[src/rtl/seg7_pkg.sv]
// Shared constants for the 7-segment scan capture block: segment patterns
// {g,f,e,d,c,b,a} for the hex digits and the capture FSM state type.
package seg7_pkg;

   localparam int unsigned DEFAULT_DIGITS = 8;

   localparam logic [6:0] SEG_0 = 7'h3F;
   localparam logic [6:0] SEG_1 = 7'h06;
   localparam logic [6:0] SEG_2 = 7'h5B;
   localparam logic [6:0] SEG_3 = 7'h4F;
   localparam logic [6:0] SEG_4 = 7'h66;
   localparam logic [6:0] SEG_5 = 7'h6D;
   localparam logic [6:0] SEG_6 = 7'h7D;
   localparam logic [6:0] SEG_7 = 7'h07;
   localparam logic [6:0] SEG_8 = 7'h7F;
   localparam logic [6:0] SEG_9 = 7'h6F;
   localparam logic [6:0] SEG_A = 7'h77;
   localparam logic [6:0] SEG_B = 7'h7C;
   localparam logic [6:0] SEG_C = 7'h39;
   localparam logic [6:0] SEG_D = 7'h5E;
   localparam logic [6:0] SEG_E = 7'h79;
   localparam logic [6:0] SEG_F = 7'h71;

   typedef enum logic [1:0] {IDLE, SETTLE, HOLD} state_e;

endpackage

[src/rtl/seg7_scan_capture_if.sv]
// Display-side lines plus the reconstructed-frame results of the scan capture block.
interface seg7_scan_capture_if import seg7_pkg::*; #(
   parameter int unsigned DIGITS = DEFAULT_DIGITS
);
   logic [6:0]          seg;
   logic                dp;
   logic [DIGITS-1:0]   an;
   logic [4*DIGITS-1:0] value;
   logic [DIGITS-1:0]   dp_mask;
   logic                frame_err;
   logic                frame_valid;
   logic                frame_lost;
   logic [7:0]          glitch_cnt;

   modport master (
      output seg, dp, an,
      input  value, dp_mask, frame_err, frame_valid, frame_lost, glitch_cnt
   );

   modport slave (
      input  seg, dp, an,
      output value, dp_mask, frame_err, frame_valid, frame_lost, glitch_cnt
   );
endinterface

[src/rtl/seg7_pattern_decode.sv]
// Segment pattern to hex nibble; unknown patterns give nibble 0 with err set.
module seg7_pattern_decode import seg7_pkg::*; (
   input  logic [6:0] pattern,
   output logic       err,
   output logic [3:0] nibble
);
   always_comb begin
      err    = 1'b0;
      nibble = 4'h0;
      case (pattern)
         SEG_0:   nibble = 4'h0;
         SEG_1:   nibble = 4'h1;
         SEG_2:   nibble = 4'h2;
         SEG_3:   nibble = 4'h3;
         SEG_4:   nibble = 4'h4;
         SEG_5:   nibble = 4'h5;
         SEG_6:   nibble = 4'h6;
         SEG_7:   nibble = 4'h7;
         SEG_8:   nibble = 4'h8;
         SEG_9:   nibble = 4'h9;
         SEG_A:   nibble = 4'hA;
         SEG_B:   nibble = 4'hB;
         SEG_C:   nibble = 4'hC;
         SEG_D:   nibble = 4'hD;
         SEG_E:   nibble = 4'hE;
         SEG_F:   nibble = 4'hF;
         default: err    = 1'b1;
      endcase
   end
endmodule

[src/rtl/seg7_scan_capture.sv]
// Watches a scanned multi-digit 7-segment display and rebuilds the hex value
// shown, one debounced digit at a time, reporting each complete frame.
module seg7_scan_capture import seg7_pkg::*; #(
   parameter int unsigned DIGITS     = DEFAULT_DIGITS,
   parameter int unsigned STABLE_CYC = 4,
   parameter int unsigned TIMEOUT    = 1000000
) (
   input logic              clk,
   input logic              reset,
   seg7_scan_capture_if.slave bus
);
   localparam int unsigned SW = DIGITS + 8;
   localparam int unsigned CW = $clog2(STABLE_CYC + 1);
   localparam int unsigned TW = $clog2(TIMEOUT + 1);
   localparam int unsigned IW = (DIGITS > 1) ? $clog2(DIGITS) : 1;

   logic [SW-1:0]       sync1_q, sample_q, ref_q, ref_d;
   state_e              state_q, state_d;
   logic [CW-1:0]       cnt_q, cnt_d;
   logic [TW-1:0]       idle_q, idle_d;
   logic [DIGITS-1:0]   mask_q, mask_d, slot_dp_q, slot_dp_d, slot_err_q, slot_err_d;
   logic [4*DIGITS-1:0] slot_nib_q, slot_nib_d, value_q, value_d;
   logic [DIGITS-1:0]   dp_mask_q, dp_mask_d;
   logic                frame_err_q, frame_err_d;
   logic                done_q, done_d, frame_valid_q, lost_q, lost_d;
   logic [7:0]          glitch_q, glitch_d;
   logic                accept, one_hot, dec_err;
   logic [3:0]          dec_nibble;
   logic [IW-1:0]       idx;
   logic [DIGITS-1:0]   sample_an, ref_an;

   assign sample_an = sample_q[SW-1:8];
   assign ref_an    = ref_q[SW-1:8];
   assign one_hot   = (ref_an != '0) && ((ref_an & (ref_an - 1'b1)) == '0);

   seg7_pattern_decode u_decode (
      .pattern (ref_q[6:0]),
      .err     (dec_err),
      .nibble  (dec_nibble)
   );

   always_comb begin
      idx = '0;
      for (int unsigned i = 0; i < DIGITS; i++) begin
         if (ref_an[i]) idx = IW'(i);
      end
   end

   always_comb begin
      state_d = state_q;
      ref_d   = ref_q;
      cnt_d   = cnt_q;
      accept  = 1'b0;
      case (state_q)
         IDLE: begin
            if (sample_an != '0) begin
               state_d = SETTLE;
               ref_d   = sample_q;
               cnt_d   = CW'(1);
            end
         end
         SETTLE: begin
            if (sample_q != ref_q) begin
               if (sample_an == '0) begin
                  state_d = IDLE;
               end else begin
                  ref_d = sample_q;
                  cnt_d = CW'(1);
               end
            end else begin
               cnt_d = cnt_q + 1'b1;
               if (cnt_d == CW'(STABLE_CYC)) begin
                  accept  = 1'b1;
                  state_d = HOLD;
               end
            end
         end
         HOLD: begin
            // Segment changes under an unchanged select are ignored here.
            if (sample_an == '0) begin
               state_d = IDLE;
            end else if (sample_an != ref_an) begin
               state_d = SETTLE;
               ref_d   = sample_q;
               cnt_d   = CW'(1);
            end
         end
         default: state_d = IDLE;
      endcase
   end

   always_comb begin
      slot_nib_d  = slot_nib_q;
      slot_dp_d   = slot_dp_q;
      slot_err_d  = slot_err_q;
      mask_d      = mask_q;
      done_d      = 1'b0;
      lost_d      = 1'b0;
      idle_d      = idle_q;
      glitch_d    = glitch_q;
      value_d     = value_q;
      dp_mask_d   = dp_mask_q;
      frame_err_d = frame_err_q;

      if (done_q) begin
         value_d     = slot_nib_q;
         dp_mask_d   = slot_dp_q;
         frame_err_d = |slot_err_q;
         mask_d      = '0;
         slot_err_d  = '0;
      end

      // Accept has priority over the timeout and restarts the idle count.
      if (accept) begin
         idle_d = '0;
      end else if (idle_q == TW'(TIMEOUT - 1)) begin
         if (mask_q != '0) begin
            lost_d = 1'b1;
            mask_d = '0;
            idle_d = '0;
         end
      end else begin
         idle_d = idle_q + 1'b1;
      end

      if (accept && one_hot) begin
         slot_nib_d[{idx, 2'b00} +: 4] = dec_nibble;
         slot_dp_d[idx]                = ref_q[7];
         slot_err_d[idx]               = dec_err;
         mask_d                        = mask_d | ref_an;
         done_d                        = &(mask_q | ref_an);
      end else if (accept && glitch_q != 8'hFF) begin
         glitch_d = glitch_q + 1'b1;
      end
   end

   always_ff @(posedge clk or negedge reset) begin
      if (!reset) begin
         sync1_q       <= '0;
         sample_q      <= '0;
         ref_q         <= '0;
         state_q       <= IDLE;
         cnt_q         <= '0;
         idle_q        <= '0;
         mask_q        <= '0;
         slot_nib_q    <= '0;
         slot_dp_q     <= '0;
         slot_err_q    <= '0;
         value_q       <= '0;
         dp_mask_q     <= '0;
         frame_err_q   <= 1'b0;
         done_q        <= 1'b0;
         frame_valid_q <= 1'b0;
         lost_q        <= 1'b0;
         glitch_q      <= '0;
      end else begin
         sync1_q       <= {bus.an, bus.dp, bus.seg};
         sample_q      <= sync1_q;
         ref_q         <= ref_d;
         state_q       <= state_d;
         cnt_q         <= cnt_d;
         idle_q        <= idle_d;
         mask_q        <= mask_d;
         slot_nib_q    <= slot_nib_d;
         slot_dp_q     <= slot_dp_d;
         slot_err_q    <= slot_err_d;
         value_q       <= value_d;
         dp_mask_q     <= dp_mask_d;
         frame_err_q   <= frame_err_d;
         done_q        <= done_d;
         frame_valid_q <= done_q;
         lost_q        <= lost_d;
         glitch_q      <= glitch_d;
      end
   end

   assign bus.value       = value_q;
   assign bus.dp_mask     = dp_mask_q;
   assign bus.frame_err   = frame_err_q;
   assign bus.frame_valid = frame_valid_q;
   assign bus.frame_lost  = lost_q;
   assign bus.glitch_cnt  = glitch_q;
endmodule
[src/flat_wrapper.sv]
// flat-port wrapper written by rule: the top's interface ports become plain ports
module seg7_scan_capture_flat import seg7_pkg::*;
#(
   parameter int unsigned DIGITS     = DEFAULT_DIGITS,
   parameter int unsigned STABLE_CYC = 4,
   parameter int unsigned TIMEOUT    = 1000000
)
  (clk, reset, bus_seg, bus_dp, bus_an, bus_value, bus_dp_mask, bus_frame_err, bus_frame_valid, bus_frame_lost, bus_glitch_cnt);
  seg7_scan_capture_if #(.DIGITS(DIGITS)) bus_i ();
  input logic clk;
  input logic reset;
  input wire logic [$bits(bus_i.seg)-1:0] bus_seg;
  input wire logic [$bits(bus_i.dp)-1:0] bus_dp;
  input wire logic [$bits(bus_i.an)-1:0] bus_an;
  output wire logic [$bits(bus_i.value)-1:0] bus_value;
  output wire logic [$bits(bus_i.dp_mask)-1:0] bus_dp_mask;
  output wire logic [$bits(bus_i.frame_err)-1:0] bus_frame_err;
  output wire logic [$bits(bus_i.frame_valid)-1:0] bus_frame_valid;
  output wire logic [$bits(bus_i.frame_lost)-1:0] bus_frame_lost;
  output wire logic [$bits(bus_i.glitch_cnt)-1:0] bus_glitch_cnt;
  assign bus_i.seg = bus_seg;
  assign bus_i.dp = bus_dp;
  assign bus_i.an = bus_an;
  assign bus_value = bus_i.value;
  assign bus_dp_mask = bus_i.dp_mask;
  assign bus_frame_err = bus_i.frame_err;
  assign bus_frame_valid = bus_i.frame_valid;
  assign bus_frame_lost = bus_i.frame_lost;
  assign bus_glitch_cnt = bus_i.glitch_cnt;
  seg7_scan_capture #(.DIGITS(DIGITS), .STABLE_CYC(STABLE_CYC), .TIMEOUT(TIMEOUT)) u_core (.clk(clk), .reset(reset), .bus(bus_i));
endmodule
[config.mk]
export PLATFORM = sky130hd
export DESIGN_NAME = seg7_scan_capture_flat
export DESIGN_NICKNAME = d
export VERILOG_FILES = /design/src/rtl/seg7_pkg.sv /design/src/rtl/seg7_scan_capture_if.sv /design/src/rtl/seg7_pattern_decode.sv /design/src/rtl/seg7_scan_capture.sv /design/src/flat_wrapper.sv
export SDC_FILE = /design/constraint.sdc
export NUM_CORES = 1
export LEC_CHECK = 0
export ABC_AREA = 1
export CORE_ASPECT_RATIO = 1.2
export CORE_MARGIN = 3
export CORE_UTILIZATION = 41
export CTS_BUF_LIST = sky130_fd_sc_hd__clkbuf_4
export DETAILED_ROUTE_END_ITERATION = 10
export GPL_ROUTABILITY_DRIVEN = 0
export PLACE_DENSITY_LB_ADDON = 0.05
export SYNTH_ARGS = -nofsm -noshare
export SYNTH_HDL_FRONTEND = slang
export SYNTH_SLANG_ARGS = --single-unit
[constraint.sdc]
create_clock -name clk -period 2.5 [get_ports clk]
set_input_delay 0.375 -clock clk [delete_from_list [all_inputs] [get_ports clk]]
set_output_delay 0.375 -clock clk [all_outputs]
set_load 0.01 [all_outputs]
==> flow_summary_export.csv <==
group,metric,value,unit
die,die_h,164,um
routing,drt_pass1_iterations,5,
clocking,numClockSinks,181,
global_routing,overflow,0,
routing,dr_total_vias,7029,
pwr,power.leakage,0.00520,uW
cells_and_area,stdcell_count,1447,
die,core,20300,sq um
placed_design,dp.cells,1413,
setup_path,worstPathRequired,2.97,ns
worst_hold_path,min_path_type,"in -> reg",
routing,drt_iter0_markers,375,
status,outcome,"finished clean",
clocking,worstSkewPairLatency,0.58,ns
die,die-area,22600,sq um
logic_synthesis,synth_nets,1104,
logic_synthesis,async_flop_share,100,%
timing,rsz0062_at_grt,"true",
placed_design,hpwlAfterDp,14100,um
setup_path,reg2reg_depth,10,
timing,period_needed,2.36,ns
die,die_x,138,um
die,start_util,42.0,%
routing,ant_nets,0,
setup_path,r2r-end,"u_core.slot_nib_q[15]",
timing,clock.fmax,0.423,GHz
logic_synthesis,synth_top_area_share,53.1,%
logic_synthesis,ys_warn_count,0,
timing,timing.hold.ws,0.209,ns
worst_hold_path,min_from,"bus_dp",
global_routing,grt_pass1_vias,6664,
setup_path,reg2reg_slack,0.14,ns
cells_and_area,area_delta_synth_final,17.5,%
setup_path,cp.arrival,2.84,ns
logic_synthesis,synth_cells,1079,
worst_hold_path,min_to,"u_core.sync1_q[7]",
cells_and_area,final_area,10000,sq um
logic_synthesis,synth_area_leaders,"dfrtp_1, nand2_1, nand3_1",
global_routing,met1_usage,25.5,%
timing,final-hold-violation-count,0,
setup_path,crit_type,"reg -> reg",
global_routing,grtUsageTotal,18.0,%
clocking,clk_path_buf_depth,2,
global_routing,grt_max_degree,62,
logic_synthesis,synth_area_per_cell,7.91,sq um
global_routing,grt_pass1_wl,32600,um
routing,vias_per_cell,4.86,
timing,fin_crit_sh,94.6,%
timing,slew_viol_final,0,
global_routing,antenna_found_initial,1,
global_routing,grt_use_met2,28.6,%
clocking,htreeDepth,4,
setup_path,critPathCaptureType,"flop",
logic_synthesis,synth_edf_count,0,
timing,slew_headroom,60.2,%
routing,wl,19200,um
placed_design,placed_area,9670,sq um
cells_and_area,utilization,49.3,%
logic_synthesis,yosysSeqAreaShare,53.1,%
logic_synthesis,yosys_most_used_dff,"dfrtp_1",
die,rows,57,
cells_and_area,nets,1193,
clocking,cts_buffers,17,
pwr,ir_drop,377,uV
logic_synthesis,synth_seq_cells,181,
logic_synthesis,ys_types,36,
worst_hold_path,min_path_cells,1,
clocking,clk_pin_slew,0.15,ns
run,maxCapViolCount,0,
setup_path,crit_path_max_fanout,7,
logic_synthesis,netlist_area,8530,sq um
die,ioPinCount,69,
setup_path,crit_path_start_kind,"flop",
logic_synthesis,yosysTopAreaCell,"dfrtp_1",
clocking,cts_tree,"done",
global_routing,busiest_layer,"met2",
routing,drc,0,
timing,setup_viol,0,
global_routing,grt_use_met3,3.03,%
pwr,p_per_area,563,nW/um^2
clocking,cts_root_buffer,"clkbuf_4",
routing,wl_per_cell,13.3,um
timing,tightest_slew,0.596,ns
placed_design,io_buffer_count,68,
timing,finClkSkew,0.0234,ns
setup_path,crit-reg2reg-launch,"u_core.ref_q[11]",
cells_and_area,drive_gt1_share,8.47,%
[power breakdown]
| group | internal [uW] | switching (uW) | total (uW) |
|---|---|---|---|
| Clock | 718 | 1040 | 1760 |
| Combinational | 259 | 538 | 797 |
| Sequential | 3000 | 92.9 | 3090 |
| Total | 3980 | 1670 | 5650 |
[cells in the mapped netlist, types with 2 or more instances]
cell type  instances
o22ai_1            3
nand4_1           25
xnor2_1            7
nor2_4             2
o21ai_1            3
ha_1               7
or2_2              2
nand3_1           87
o21ai_0           43
nor2_2             5
nor3_1            22
nor2_1           100
buf_1              4
xor2_1            12
nand2_2            5
buf_2              9
nand2_1          417
nand3b_1           4
nor4_1             9
dfrtp_1          181
clkbuf_1           9
and3_1             2
inv_1             85
a21oi_1            9
inv_2              9
buf_4              8
[stage by stage]
step	total power [uW]	worst slack (ns)	TNS, ns
after floorplan	3620	0.183	0
after global placement	3920	0.0619	0
after detailed placement	3920	0.0859	0
after CTS	5720	0.0692	0
after global routing	5960	-0.0328	-0.0767
final	5650	0.135	0
[worst max-delay path by stage]
stage,startpoint,endpoint,slack (ns),cells past startpoint
finish,u_core.ref_q[11],u_core.slot_nib_q[15],0.14,10
global route,u_core.ref_q[11],u_core.slot_nib_q[12],-0.03,10
global placement,u_core.ref_q[14],u_core.slot_nib_q[12],0.06,11
CTS,u_core.ref_q[14],u_core.slot_nib_q[15],0.07,11
detailed placement,u_core.ref_q[14],u_core.slot_nib_q[15],0.09,11
floorplan,u_core.ref_q[10],u_core.slot_nib_q[4],0.18,13
[layout by cell type, fill, tap and decap left out, drive strengths merged, types with 9 or more instances in the layout]
master / count
nand3: 88
o21ai: 46
buf: 33
nor4: 9
nand2: 422
nor3: 23
clkdlybuf4s50: 67
dfrtp: 181
a21oi: 9
nor2: 108
xor2: 12
nand4: 26
inv: 97
clkbuf: 18
[area by class of cell]
| type | count | area (sq um) |
|---|---|---|
| Tap cell | 265 | 332 |
| Fill cell | 2062 | 10300 |
| Timing Repair Buffer | 101 | 982 |
| Sequential cell | 181 | 4530 |
| Inverter | 94 | 353 |
| Multi-Input combinational cell | 773 | 3520 |
| Antenna cell | 1 | 2.50 |
| Clock inverter | 14 | 176 |
| Clock buffer | 18 | 135 |
[routing by layer]
layer	part of all wire (%)	vias up
li1	-	3599
met1	48	3295
met2	47	111
met3	3.6	24
met4	1.3	0
met5	0	-
[state kept, by name (all words and copies together), names as in the netlist, 2 cells and up]
name and flops:
u_core.idle_q 20, u_core.slot_nib_q 32, u_core.slot_dp_q 8, u_core.slot_err_q 8, u_core.mask_q 8, u_core.ref_q 16
u_core.bus.value 32, u_core.sample_q 16, u_core.cnt_q 3, u_core.sync1_q 16, u_core.bus.glitch_cnt 8, u_core.state_q 2
u_core.bus.dp_mask 8
[critical path: stages, from the launching register on]
cell and delay [ns]:
dfrtp_1 0.49, nor2_2 0.18, inv_1 0.10, a21oi_1 0.20, ha_1 0.35, inv_1 0.18, nand3_1 0.25, nor2_2 0.28
nand2_2 0.11, nand2_1 0.07, nand2_1 0.04
[repair_timing]
item	in CTS	in global routing
hold endpoints to repair	55	0
gates resized for setup	0	12
setup buffers	0	0
hold buffers	1	0
setup endpoints to repair	0	31
[kinds of logic after synthesis]
group                    after synthesis  synth area share, %
AND/OR/NAND/NOR                      685                 34.1
flip-flops                           181                 53.1
buffers and inverters                125                 6.07
AO/OA/AOI/OAI                         62                 3.80
XOR/XNOR                              19                 1.95
adder cells (fa/ha/maj)                7                 1.03
No activity file was read; power rests on OpenSTA's default activity.
